--- config.mk ---
export PLATFORM = sky130hd
export DESIGN_NAME = commit_watch_monitor
export DESIGN_NICKNAME = d
export VERILOG_FILES = /design/src/rtl/commit_watch_monitor_pkg.sv /design/src/rtl/commit_watch_monitor_snap_fifo.sv /design/src/rtl/commit_watch_monitor.sv
export SDC_FILE = /design/constraint.sdc
export NUM_CORES = 1
export LEC_CHECK = 0
export CAP_MARGIN = 20
export CELL_PAD_IN_SITES_DETAIL_PLACEMENT = 1
export CELL_PAD_IN_SITES_GLOBAL_PLACEMENT = 2
export CORE_MARGIN = 5
export CORE_UTILIZATION = 36
export DETAILED_ROUTE_END_ITERATION = 8
export GPL_TIMING_DRIVEN = 0
export MAX_ROUTING_LAYER = met4
export PLACE_DENSITY_LB_ADDON = 0.25
export SLEW_MARGIN = 20
export SYNTH_ARGS = -nofsm -noshare
export SYNTH_HDL_FRONTEND = slang
export SYNTH_SLANG_ARGS = --single-unit
--- constraint.sdc ---
create_clock -name clk -period 13.95 [get_ports clk]
set_clock_uncertainty 0.15 [all_clocks]
set_input_delay 1.395 -clock clk [delete_from_list [all_inputs] [get_ports clk]]
set_output_delay 1.395 -clock clk [all_outputs]
set_load 0.005 [all_outputs]
--- src/rtl/commit_watch_monitor_pkg.sv ---
// Shared types and constants for the commit watch monitor: snapshot entry
// layout, watchdog state encoding and a saturating counter helper.
package monitor_pkg;

    localparam int MON_NUM_CH = 4;
    localparam int MON_XLEN   = 32;
    localparam int MON_CNT_W  = 32;
    localparam int CH_W       = $clog2(MON_NUM_CH);

    typedef struct packed {
        logic [CH_W-1:0]      ch;
        logic [MON_XLEN-1:0]  data;
        logic [MON_CNT_W-1:0] seq;
    } snap_t;

    typedef enum logic [1:0] {
        W_IDLE = 2'd0,
        W_RUN  = 2'd1,
        W_HUNG = 2'd2
    } wdog_state_t;

    // Increment when enabled, but stick at all-ones instead of wrapping.
    function automatic logic [MON_CNT_W-1:0] sat_inc(input logic [MON_CNT_W-1:0] value,
                                                    input logic                 en);
        if (en && (value != {MON_CNT_W{1'b1}})) begin
            return value + {{(MON_CNT_W-1){1'b0}}, 1'b1};
        end else begin
            return value;
        end
    endfunction

endpackage

--- src/rtl/commit_watch_monitor_snap_fifo.sv ---
// Synchronous snapshot FIFO. Occupancy is tracked with a count register so
// full/empty never depend on pointer comparison; pointers wrap modulo DEPTH.
// A push into a full FIFO is accepted only when a pop happens the same cycle.
module snap_fifo
    import monitor_pkg::*;
#(
    parameter int DEPTH = 8
) (
    input  logic                   clk,
    input  logic                   reset,
    input  logic                   clear,
    input  logic                   push_i,
    input  snap_t                  entry_i,
    input  logic                   pop_i,
    output snap_t                  head_o,
    output logic                   full_o,
    output logic                   empty_o,
    output logic [$clog2(DEPTH):0] count_o
);

    localparam int PTR_W = $clog2(DEPTH);
    localparam int CNT_W = PTR_W + 1;

    snap_t            mem_q [DEPTH];
    logic [PTR_W-1:0] wr_ptr_q;
    logic [PTR_W-1:0] rd_ptr_q;
    logic [CNT_W-1:0] count_q;
    logic [CNT_W-1:0] count_d;
    logic             push_ok_s;
    logic             pop_ok_s;

    assign empty_o   = (count_q == {CNT_W{1'b0}});
    assign full_o    = (count_q == CNT_W'(DEPTH));
    assign count_o   = count_q;
    assign head_o    = mem_q[rd_ptr_q];
    assign pop_ok_s  = pop_i && !empty_o;
    assign push_ok_s = push_i && (!full_o || pop_ok_s);

    // Next occupancy from accepted push/pop.
    always_comb begin
        count_d = count_q;
        case ({push_ok_s, pop_ok_s})
            2'b10:   count_d = count_q + CNT_W'(1);
            2'b01:   count_d = count_q - CNT_W'(1);
            default: count_d = count_q;
        endcase
    end

    // Pointer and occupancy registers; reset and clear both empty the FIFO.
    always_ff @(posedge clk) begin
        if (!reset || clear) begin
            wr_ptr_q <= {PTR_W{1'b0}};
            rd_ptr_q <= {PTR_W{1'b0}};
            count_q  <= {CNT_W{1'b0}};
        end else begin
            if (push_ok_s) wr_ptr_q <= wr_ptr_q + PTR_W'(1);
            if (pop_ok_s)  rd_ptr_q <= rd_ptr_q + PTR_W'(1);
            count_q <= count_d;
        end
    end

    // Entry storage; contents need no reset because occupancy gates visibility.
    always_ff @(posedge clk) begin
        if (reset && !clear && push_ok_s) begin
            mem_q[wr_ptr_q] <= entry_i;
        end
    end

endmodule

--- src/rtl/commit_watch_monitor.sv ---
// Run-time observer for the out-of-order core: statistics counters, a commit
// watchdog, and per-channel mispredict-triggered register captures queued in
// a snapshot FIFO.
module commit_watch_monitor
    import monitor_pkg::*;
#(
    parameter int NUM_CH = MON_NUM_CH,
    parameter int ARCH_W = 5,
    parameter int XLEN   = MON_XLEN,
    parameter int PC_W   = 32,
    parameter int CNT_W  = MON_CNT_W,
    parameter int WDOG_W = 16,
    parameter int DEPTH  = 8
) (
    input  logic                      clk,
    input  logic                      reset,
    input  logic                      clear,
    input  logic                      cfg_we,
    input  logic [$clog2(NUM_CH)-1:0] cfg_ch,
    input  logic                      cfg_en,
    input  logic [PC_W-1:0]           cfg_pc,
    input  logic [ARCH_W-1:0]         cfg_arch,
    input  logic [WDOG_W-1:0]         wdog_limit,
    input  logic                      commit_valid,
    input  logic                      mispredict,
    input  logic [PC_W-1:0]           mispredict_pc,
    output logic [NUM_CH*ARCH_W-1:0]  watch_arch,
    input  logic [NUM_CH*XLEN-1:0]    watch_data,
    output logic                      snap_valid,
    input  logic                      snap_ready,
    output logic [$clog2(NUM_CH)-1:0] snap_ch,
    output logic [XLEN-1:0]           snap_data,
    output logic [CNT_W-1:0]          snap_seq,
    output logic [CNT_W-1:0]          cycle_cnt,
    output logic [CNT_W-1:0]          commit_cnt,
    output logic [CNT_W-1:0]          mispredict_cnt,
    output logic [CNT_W-1:0]          drop_cnt,
    output logic                      overflow,
    output logic                      hang
);

    logic [NUM_CH-1:0] en_q;
    logic [PC_W-1:0]   pc_q   [NUM_CH];
    logic [ARCH_W-1:0] arch_q [NUM_CH];

    logic [CNT_W-1:0]  cycle_cnt_q, commit_cnt_q, mispredict_cnt_q, drop_cnt_q;
    logic              overflow_q;

    wdog_state_t       wd_state_q, wd_state_d;
    logic [WDOG_W-1:0] idle_cnt_q, idle_cnt_d;

    logic              hit_s;
    logic [CH_W-1:0]   hit_ch_s;
    logic [XLEN-1:0]   hit_data_s;
    snap_t             push_entry_s;
    snap_t             head_s;
    logic              fifo_full_s, fifo_empty_s, pop_s, drop_s, head_live_s;
    logic [$clog2(DEPTH):0] fifo_count_s;

    for (genvar g = 0; g < NUM_CH; g++) begin : g_watch_arch
        assign watch_arch[g*ARCH_W +: ARCH_W] = arch_q[g];
    end

    // Channel configuration: only reset wipes it, clear leaves it alone.
    always_ff @(posedge clk) begin
        if (!reset) begin
            en_q <= {NUM_CH{1'b0}};
            for (int i = 0; i < NUM_CH; i++) begin
                pc_q[i]   <= {PC_W{1'b0}};
                arch_q[i] <= {ARCH_W{1'b0}};
            end
        end else if (cfg_we) begin
            en_q[cfg_ch]   <= cfg_en;
            pc_q[cfg_ch]   <= cfg_pc;
            arch_q[cfg_ch] <= cfg_arch;
        end
    end

    // Lowest-numbered enabled channel whose trigger PC matches wins the push.
    always_comb begin
        hit_s      = 1'b0;
        hit_ch_s   = {CH_W{1'b0}};
        hit_data_s = {XLEN{1'b0}};
        for (int i = NUM_CH - 1; i >= 0; i--) begin
            if (mispredict && en_q[i] && (pc_q[i] == mispredict_pc)) begin
                hit_s      = 1'b1;
                hit_ch_s   = CH_W'(i);
                hit_data_s = watch_data[i*XLEN +: XLEN];
            end else begin
                hit_s      = hit_s;
            end
        end
    end

    assign push_entry_s = '{ch: hit_ch_s, data: hit_data_s, seq: mispredict_cnt_q};
    assign pop_s        = snap_valid && snap_ready;
    assign drop_s       = hit_s && fifo_full_s && !pop_s;

    snap_fifo #(.DEPTH(DEPTH)) u_snap_fifo (
        .clk     (clk),
        .reset   (reset),
        .clear   (clear),
        .push_i  (hit_s),
        .entry_i (push_entry_s),
        .pop_i   (pop_s),
        .head_o  (head_s),
        .full_o  (fifo_full_s),
        .empty_o (fifo_empty_s),
        .count_o (fifo_count_s)
    );

    // Head fields read zero whenever nothing is queued (including after reset).
    assign head_live_s = (fifo_count_s != {($clog2(DEPTH)+1){1'b0}});
    assign snap_valid  = !fifo_empty_s;
    assign snap_ch     = head_live_s ? head_s.ch   : {CH_W{1'b0}};
    assign snap_data   = head_live_s ? head_s.data : {XLEN{1'b0}};
    assign snap_seq    = head_live_s ? head_s.seq  : {CNT_W{1'b0}};

    // Saturating statistics and the sticky overflow flag.
    always_ff @(posedge clk) begin
        if (!reset || clear) begin
            cycle_cnt_q      <= {CNT_W{1'b0}};
            commit_cnt_q     <= {CNT_W{1'b0}};
            mispredict_cnt_q <= {CNT_W{1'b0}};
            drop_cnt_q       <= {CNT_W{1'b0}};
            overflow_q       <= 1'b0;
        end else begin
            cycle_cnt_q      <= sat_inc(cycle_cnt_q, 1'b1);
            commit_cnt_q     <= sat_inc(commit_cnt_q, commit_valid);
            mispredict_cnt_q <= sat_inc(mispredict_cnt_q, mispredict);
            drop_cnt_q       <= sat_inc(drop_cnt_q, drop_s);
            overflow_q       <= overflow_q | drop_s;
        end
    end

    assign cycle_cnt      = cycle_cnt_q;
    assign commit_cnt     = commit_cnt_q;
    assign mispredict_cnt = mispredict_cnt_q;
    assign drop_cnt       = drop_cnt_q;
    assign overflow       = overflow_q;

    // Watchdog next state: arm on first commit, expire after wdog_limit idle cycles.
    always_comb begin
        wd_state_d = wd_state_q;
        idle_cnt_d = idle_cnt_q;
        case (wd_state_q)
            W_IDLE: begin
                idle_cnt_d = {WDOG_W{1'b0}};
                if (commit_valid) begin
                    wd_state_d = W_RUN;
                end else begin
                    wd_state_d = W_IDLE;
                end
            end
            W_RUN: begin
                if (commit_valid) begin
                    idle_cnt_d = {WDOG_W{1'b0}};
                end else if ((wdog_limit != {WDOG_W{1'b0}}) &&
                             (idle_cnt_q == (wdog_limit - WDOG_W'(1)))) begin
                    wd_state_d = W_HUNG;
                end else if (idle_cnt_q != {WDOG_W{1'b1}}) begin
                    idle_cnt_d = idle_cnt_q + WDOG_W'(1);
                end else begin
                    idle_cnt_d = idle_cnt_q;
                end
            end
            W_HUNG: begin
                wd_state_d = W_HUNG;
            end
            default: begin
                wd_state_d = W_IDLE;
                idle_cnt_d = {WDOG_W{1'b0}};
            end
        endcase
    end

    // Watchdog state register.
    always_ff @(posedge clk) begin
        if (!reset || clear) begin
            wd_state_q <= W_IDLE;
            idle_cnt_q <= {WDOG_W{1'b0}};
        end else begin
            wd_state_q <= wd_state_d;
            idle_cnt_q <= idle_cnt_d;
        end
    end

    assign hang = (wd_state_q == W_HUNG);

endmodule

* After elaboration in Yosys (flattened, before gate mapping)
Memories as Yosys holds them, arrays and structs flattened. A register that Yosys moved wholly into a read port is not among the register bits.
Index checks and enable logic that the tools add are counted.
Widths: inputs -> output; s select.
** Word-level totals
- Bits in registers :: 161
- Latch bits :: 0
- Memory bits (writable) :: 676
- Memory bits (read-only) :: 0
- Input bits :: 223
- Word-level logic and storage cells :: 124
- Memories kept :: 3
** Operators by class
- Add/sub/neg operators :: 10
- Multipliers :: 0
- Div/mod/pow operators :: 0
- Order comparisons :: 2
- Equal/unequal tests :: 19
- Shift-type cells :: 0
- Mux-type cells :: 41
- Bitwise logic cells :: 2
- Reduce and logical (&&, ||, !) cells :: 36
** Memory list
- u_snap_fifo.mem_q :: words 8, bits a word 66, rd ports 1, clocked after memory_dff 1, write ports 1, RTL line commit_watch_monitor_snap_fifo.sv:24 : snap_t mem_q [DEPTH];
- pc_q :: words 4, bits a word 32, rd ports 4, clocked after memory_dff 0, write ports 4, RTL line commit_watch_monitor.sv:43 : logic [PC_W-1:0] pc_q [NUM_CH];
- arch_q :: words 4, bits a word 5, rd ports 4, clocked after memory_dff 0, write ports 4, RTL line commit_watch_monitor.sv:44 : logic [ARCH_W-1:0] arch_q [NUM_CH];
** Operator list (count)
- $mux 32 :: 7
- $add 32x1->32 const B :: 4
- $eq 32x32->1 :: 4
- $ne 32x32->1 const B :: 4
- $mux 16 :: 3
- $pmux 16 s2 :: 1
- $reduce_or 32->1 :: 1
- $logic_and 1x1->1 :: 20
- $mux 2 :: 9
- $add 16x1->16 const B :: 1
- $eq 16x16->1 :: 1
- $ne 16x16->1 const B :: 1
- $reduce_bool 16->1 :: 1
- $sub 16x1->16 const B :: 1
- $mux 1 :: 14
- $pmux 4 s2 :: 1
- $add 3x1->3 const B :: 2
- $mux 3 :: 2
- $ne 3x3->1 const B :: 2
- $pmux 2 s3 :: 1
- $logic_not 1->1 :: 5
- $mux 5 :: 1
- $reduce_or 5->1 :: 1
- $add 4x1->4 const B :: 1
- other kinds (18) :: 22

* Logic depth before layout (Yosys ltp)
An unclocked memory read counts as a cell.
- Depth in word-level cells :: 11
- Gate-level depth with buffers :: 12
- Depth with buffers taken out :: 11

* Cells and area by module
From an unflattened synthesis, not the netlist that was laid out.
** Unflattened totals
- Cells, all modules :: 2610
- Area total of the unflattened synthesis :: 36264.8 µm²
** By module, submodules not included
- snap_fifo :: times used 1, cells an instance 839, area each 20457.1 µm²
- commit_watch_monitor :: times used 1, cells an instance 1771, area each 15807.7 µm²

* Worst setup path before layout
Ideal clock, no wire load.
- Kind :: input -> register
- Start point :: input port mispredict_pc[22]
- End point :: memory u_snap_fifo.mem_q[0][0] in the netlist's numbering (enable)
- Arrival time :: 7.609 ns
- Data required time :: 13.229 ns
- Setup slack :: 5.619 ns
- Cell stages on the path :: 8
- Cells stage by stage :: xor2_1 nor4_1 nand4_1 nor4_1 clkbuf_1 o41ai_1 or3_1 nor3_1
** On the way
- Longest elaborated chain between the ends :: 10
** Ends and longest elaborated chain
- start, declared :: RTL line commit_watch_monitor.sv:26 : input logic [PC_W-1:0] mispredict_pc,
- $eq 32x32->1 :: RTL line commit_watch_monitor.sv:85 : if (mispredict && en_q[i] && (pc_q[i] == mispredict_pc)) begin
- $logic_and 1x1->1 :: RTL line commit_watch_monitor.sv:85
- $mux 1 (3 in series) :: RTL line commit_watch_monitor.sv:85
- $mux 1 * :: RTL line commit_watch_monitor.sv:85
- $logic_and 1x1->1 * :: RTL line commit_watch_monitor_snap_fifo.sv:37 : assign push_ok_s = push_i && (!full_o || pop_ok_s);
- $logic_and 1x1->1 * :: RTL line commit_watch_monitor_snap_fifo.sv:64 : if (reset && !clear && push_ok_s) begin
- $mux 1 * :: RTL line commit_watch_monitor_snap_fifo.sv:64
- $mux 1 (not written as such) * :: RTL line commit_watch_monitor_snap_fifo.sv:65 : mem_q[wr_ptr_q] <= entry_i;
- end, declared :: RTL line commit_watch_monitor_snap_fifo.sv:24
Every way passes the cells marked *; elsewhere a longest branch is shown, timed or not.

* Worst setup path in the final report
- Start point :: input port mispredict_pc[6]
- End point :: memory u_snap_fifo.mem_q[1][59] in the netlist's numbering (enable)
The elaborated chain is that of the path after synthesis.

==> impl_metrics.ini <==
[synthesis]
yosys-top-cells-area = edfxtp_1, dfxtp_1, mux4_2, xor2_1, nor2_1
synth-seq-cells = 840
synth.distinct_cells = 62
synth_fp_nets = 2821
synth.avg_cell_area_sq_um = 13.90
synth_edf_count = 676
yosysWarnings = 0
ys.flop_type = edfxtp_1
async_flop_share = 0
ys_seq_area_frac = 0.6565
synth_top_cell_by_area = edfxtp_1
synth_top_area_share = 0.5651
syn_inst = 2585
syn_area_sq_um = 35920

[cells_and_area]
register_area_sq_um = 23580
final_util = 0.4675
fill_cells = 9965
fin_nets = 3407
multiInputGateArea_sq_um = 11760
area_growth_pct = 28.45
drive_above_1_share = 0.1172
final_cells = 4543

[timing]
maxSlewViolCount = 0
max_freq_mhz = 149.0
tightest_slew_ns = 1.146
setup_violations = 0
grt_setup_unrepaired = false
period_share = 0.4809
finalHoldViolations = 0
relSlewSlack = 0.2281
period_needed_ns = 6.709

[status]
violations = DRC
outcome = complete, but fails checks

[routing]
via_per_inst = 5.209
wl_mm = 111.1
wl_per_cell_um = 24.45
drtAntennaViolNets = 0
vias = 23660
first_iter_violations = 1400
drt_first_pass_iters = 9
drc = 4

[worst_setup_path]
worstSetupEndpointType = register
reg2reg_from = pc_q[3][6]$_DFFE_PP_
setup.worst_path.class = in -> reg
reg2reg_slack_ns = 8.19
slowest_stage = nor4_1
crit_chain = clkdlybuf4s50_1 -> xor2_1 -> nor4_1 -> nand4_1 -> nor4_1 -> clkbuf_2 -> nor4_1 -> nor2_1 -> nand3_1 -> nor3_2 -> buf_4 -> buf_6 -> buf_6 -> buf_4 -> buf_4
critPathArrivalTime_ns = 6.94
critPathLaunchType = primary input
worst-path-max-fanout = 10
required_ns = 14.18
max_stage_delay_ns = 0.88
ff2ff_path_depth = 14
timing.rr.end = u_snap_fifo.mem_q[1][59]$_DFFE_PP_

[cts]
cts_buffers = 94
post-cts-setup-buffers = 0
clk_pin_slew_ns = 0.06
cts.sinks = 840
clockRootBuffer = clkbuf_16
clock_latency_ns = 0.67
clockBufferDepth = 3
cts_tree = built
holdBufCountCts = 0
cts_resized = 0
cts_max_level = 3

[global_routing]
overflow = 0
grt_max_degree = 25
grt_pass1_vias = 26090
grt_pass1_wl_mm = 166.6
antenna_found_initial = 8
track_usage = 0.2117

[place]
post-place-cells = 4361
hpwl_mm = 80.42
place.gp.congestion = 0.8169
port_buffers = 436

[die]
io_pins = 440
fp.dieH_um = 325.9
initial_utilization = 0.3639
rows = 115
die_x_um = 325.9
die-area_sq_um = 106200
core_area_sq_um = 98710

[min_path]
holdPathEnd = overflow$_SDFF_PP0_
worstHoldStart = overflow$_SDFF_PP0_
hold_class = reg -> reg
holdPathStages = 2

[power]
p_leak_nw = 15.94
ir_drop_v = 0.00008923
p_per_area_nw_per_um2 = 119.3

[run]
cap_violations = 0
==> layer usage <==
layer	global-route usage	share of wire
met1	0.2572	0.42
met2	0.3547	0.50
met3	0.05819	0.067
met4	0.04944	0.020
met5	-	0
==> worst max-delay path: cells and delay by family <==
family | cells | cell delay (ns)
simple gates | 7 | 3.16
buf+inv | 7 | 2.13
xor+xnor | 1 | 0.22
==> worst max-delay path by stage <==
stage / from / to / slack, ns / cells after the start
after detailed placement: mispredict_pc[6] / u_snap_fifo.mem_q[1][59]$_DFFE_PP_ / 6.44 / 15
after floorplan: mispredict_pc[22] / u_snap_fifo.mem_q[0][0]$_DFFE_PP_ / 5.62 / 8
final: mispredict_pc[6] / u_snap_fifo.mem_q[1][59]$_DFFE_PP_ / 7.24 / 15
after CTS: mispredict_pc[6] / u_snap_fifo.mem_q[1][56]$_DFFE_PP_ / 7.16 / 15
after global routing: mispredict_pc[6] / u_snap_fifo.mem_q[1][59]$_DFFE_PP_ / 6.82 / 15
after global placement: mispredict_pc[20] / u_snap_fifo.mem_q[0][59]$_DFFE_PP_ / -2.36 / 8
==> area by class of cell <==
| cell class | count | area share |
|---|---|---|
| sequential | 840 | 0.5111 |
| timing repair buffer | 490 | 0.1142 |
| clock buffer | 106 | 0.05239 |
| antenna | 6 | 0.0003254 |
| multi-input combinational | 1565 | 0.2549 |
| tap | 1287 | 0.03490 |
| buffer | 122 | 0.01044 |
| inverter | 58 | 0.004718 |
| clock inverter | 69 | 0.01711 |
==> power by group <==
part	internal, mW	leakage (nW)	switching [mW]	total, mW
combinational	0.102	5.57	0.112	0.213
clock	1.50	1.55	1.06	2.56
sequential	2.71	8.81	0.0160	2.73
==> cell usage after synthesis (all sizes together) (11+ instances only) <==
| cell type | instances |
|---|---|
| inv | 57 |
| nand2 | 180 |
| nand3b | 37 |
| or2 | 12 |
| mux4 | 132 |
| or4 | 11 |
| nor3b | 11 |
| ha | 13 |
| mux2i | 82 |
| nor4 | 63 |
| clkbuf | 90 |
| o21ai | 54 |
| nand3 | 74 |
| xnor2 | 83 |
| nand4 | 32 |
| nor2 | 336 |
| a21oi | 98 |
| dfxtp | 164 |
| xor2 | 177 |
| buf | 32 |
| edfxtp | 676 |
| and3 | 29 |
| or3 | 28 |
| nor3 | 25 |
==> placed cells by master, fill, tap and decap left out, types with 15 or more instances in the layout <==
master	synthesis	layout
clkdlybuf4s50_1	0	436
nand3_1	74	74
xnor2_1	83	83
clkbuf_1	90	97
nor2_1	336	330
a21oi_1	98	98
buf_16	0	17
nand3b_1	37	37
nand2_1	180	176
nor4_1	59	58
o21ai_0	50	49
and3_1	29	29
mux2i_1	82	82
nor3_1	24	22
clkinv_2	0	17
or3_1	28	28
buf_6	2	15
xor2_1	177	177
buf_1	28	26
inv_1	57	57
clkinv_1	1	21
mux4_2	132	132
nand4_1	32	32
clkbuf_16	0	94
dfxtp_1	164	164
edfxtp_1	676	676
==> through the flow <==
| stage | total power, mW | worst slack [ns] | TNS [ns] | hold slack (ns) | cell area [sq um] |
|---|---|---|---|---|---|
| detailed placement | 2.998 | 6.437 | 0 | 0.3057 | 42900 |
| floorplan | 2.858 | 5.619 | 0 | 0.2921 | 35920 |
| global route | 5.701 | 6.821 | 0 | 0.3653 | 46140 |
| finish | 5.503 | 7.241 | 0 | 0.3156 | 46140 |
| CTS | 5.574 | 7.162 | 0 | 0.3177 | 46110 |
| global placement | 2.990 | -2.359 | -308.02 | 0.2881 | 41900 |
==> flip-flops by register name, summed over array words and instances (netlist names), 4 cells and up, named ones only <==
name,count
u_snap_fifo.mem_q,528
cycle_cnt,32
commit_cnt,32
idle_cnt_q,16
mispredict_cnt,32
en_q,4
arch_q,20
pc_q,128
drop_cnt,32
u_snap_fifo.count_o,4
==> logic make-up after synthesis <==
group,after synthesis,share of synthesized area
AOI/OAI and AO/OA,186,0.02947
xor gates and xnor gates,260,0.06339
adders and majority gates,13,0.004528
buffers and inverters,180,0.01930
DFF,840,0.6565
muxes,215,0.1060
and+or+nand+nor,891,0.1208
No activity file was read; power rests on OpenSTA's default activity.
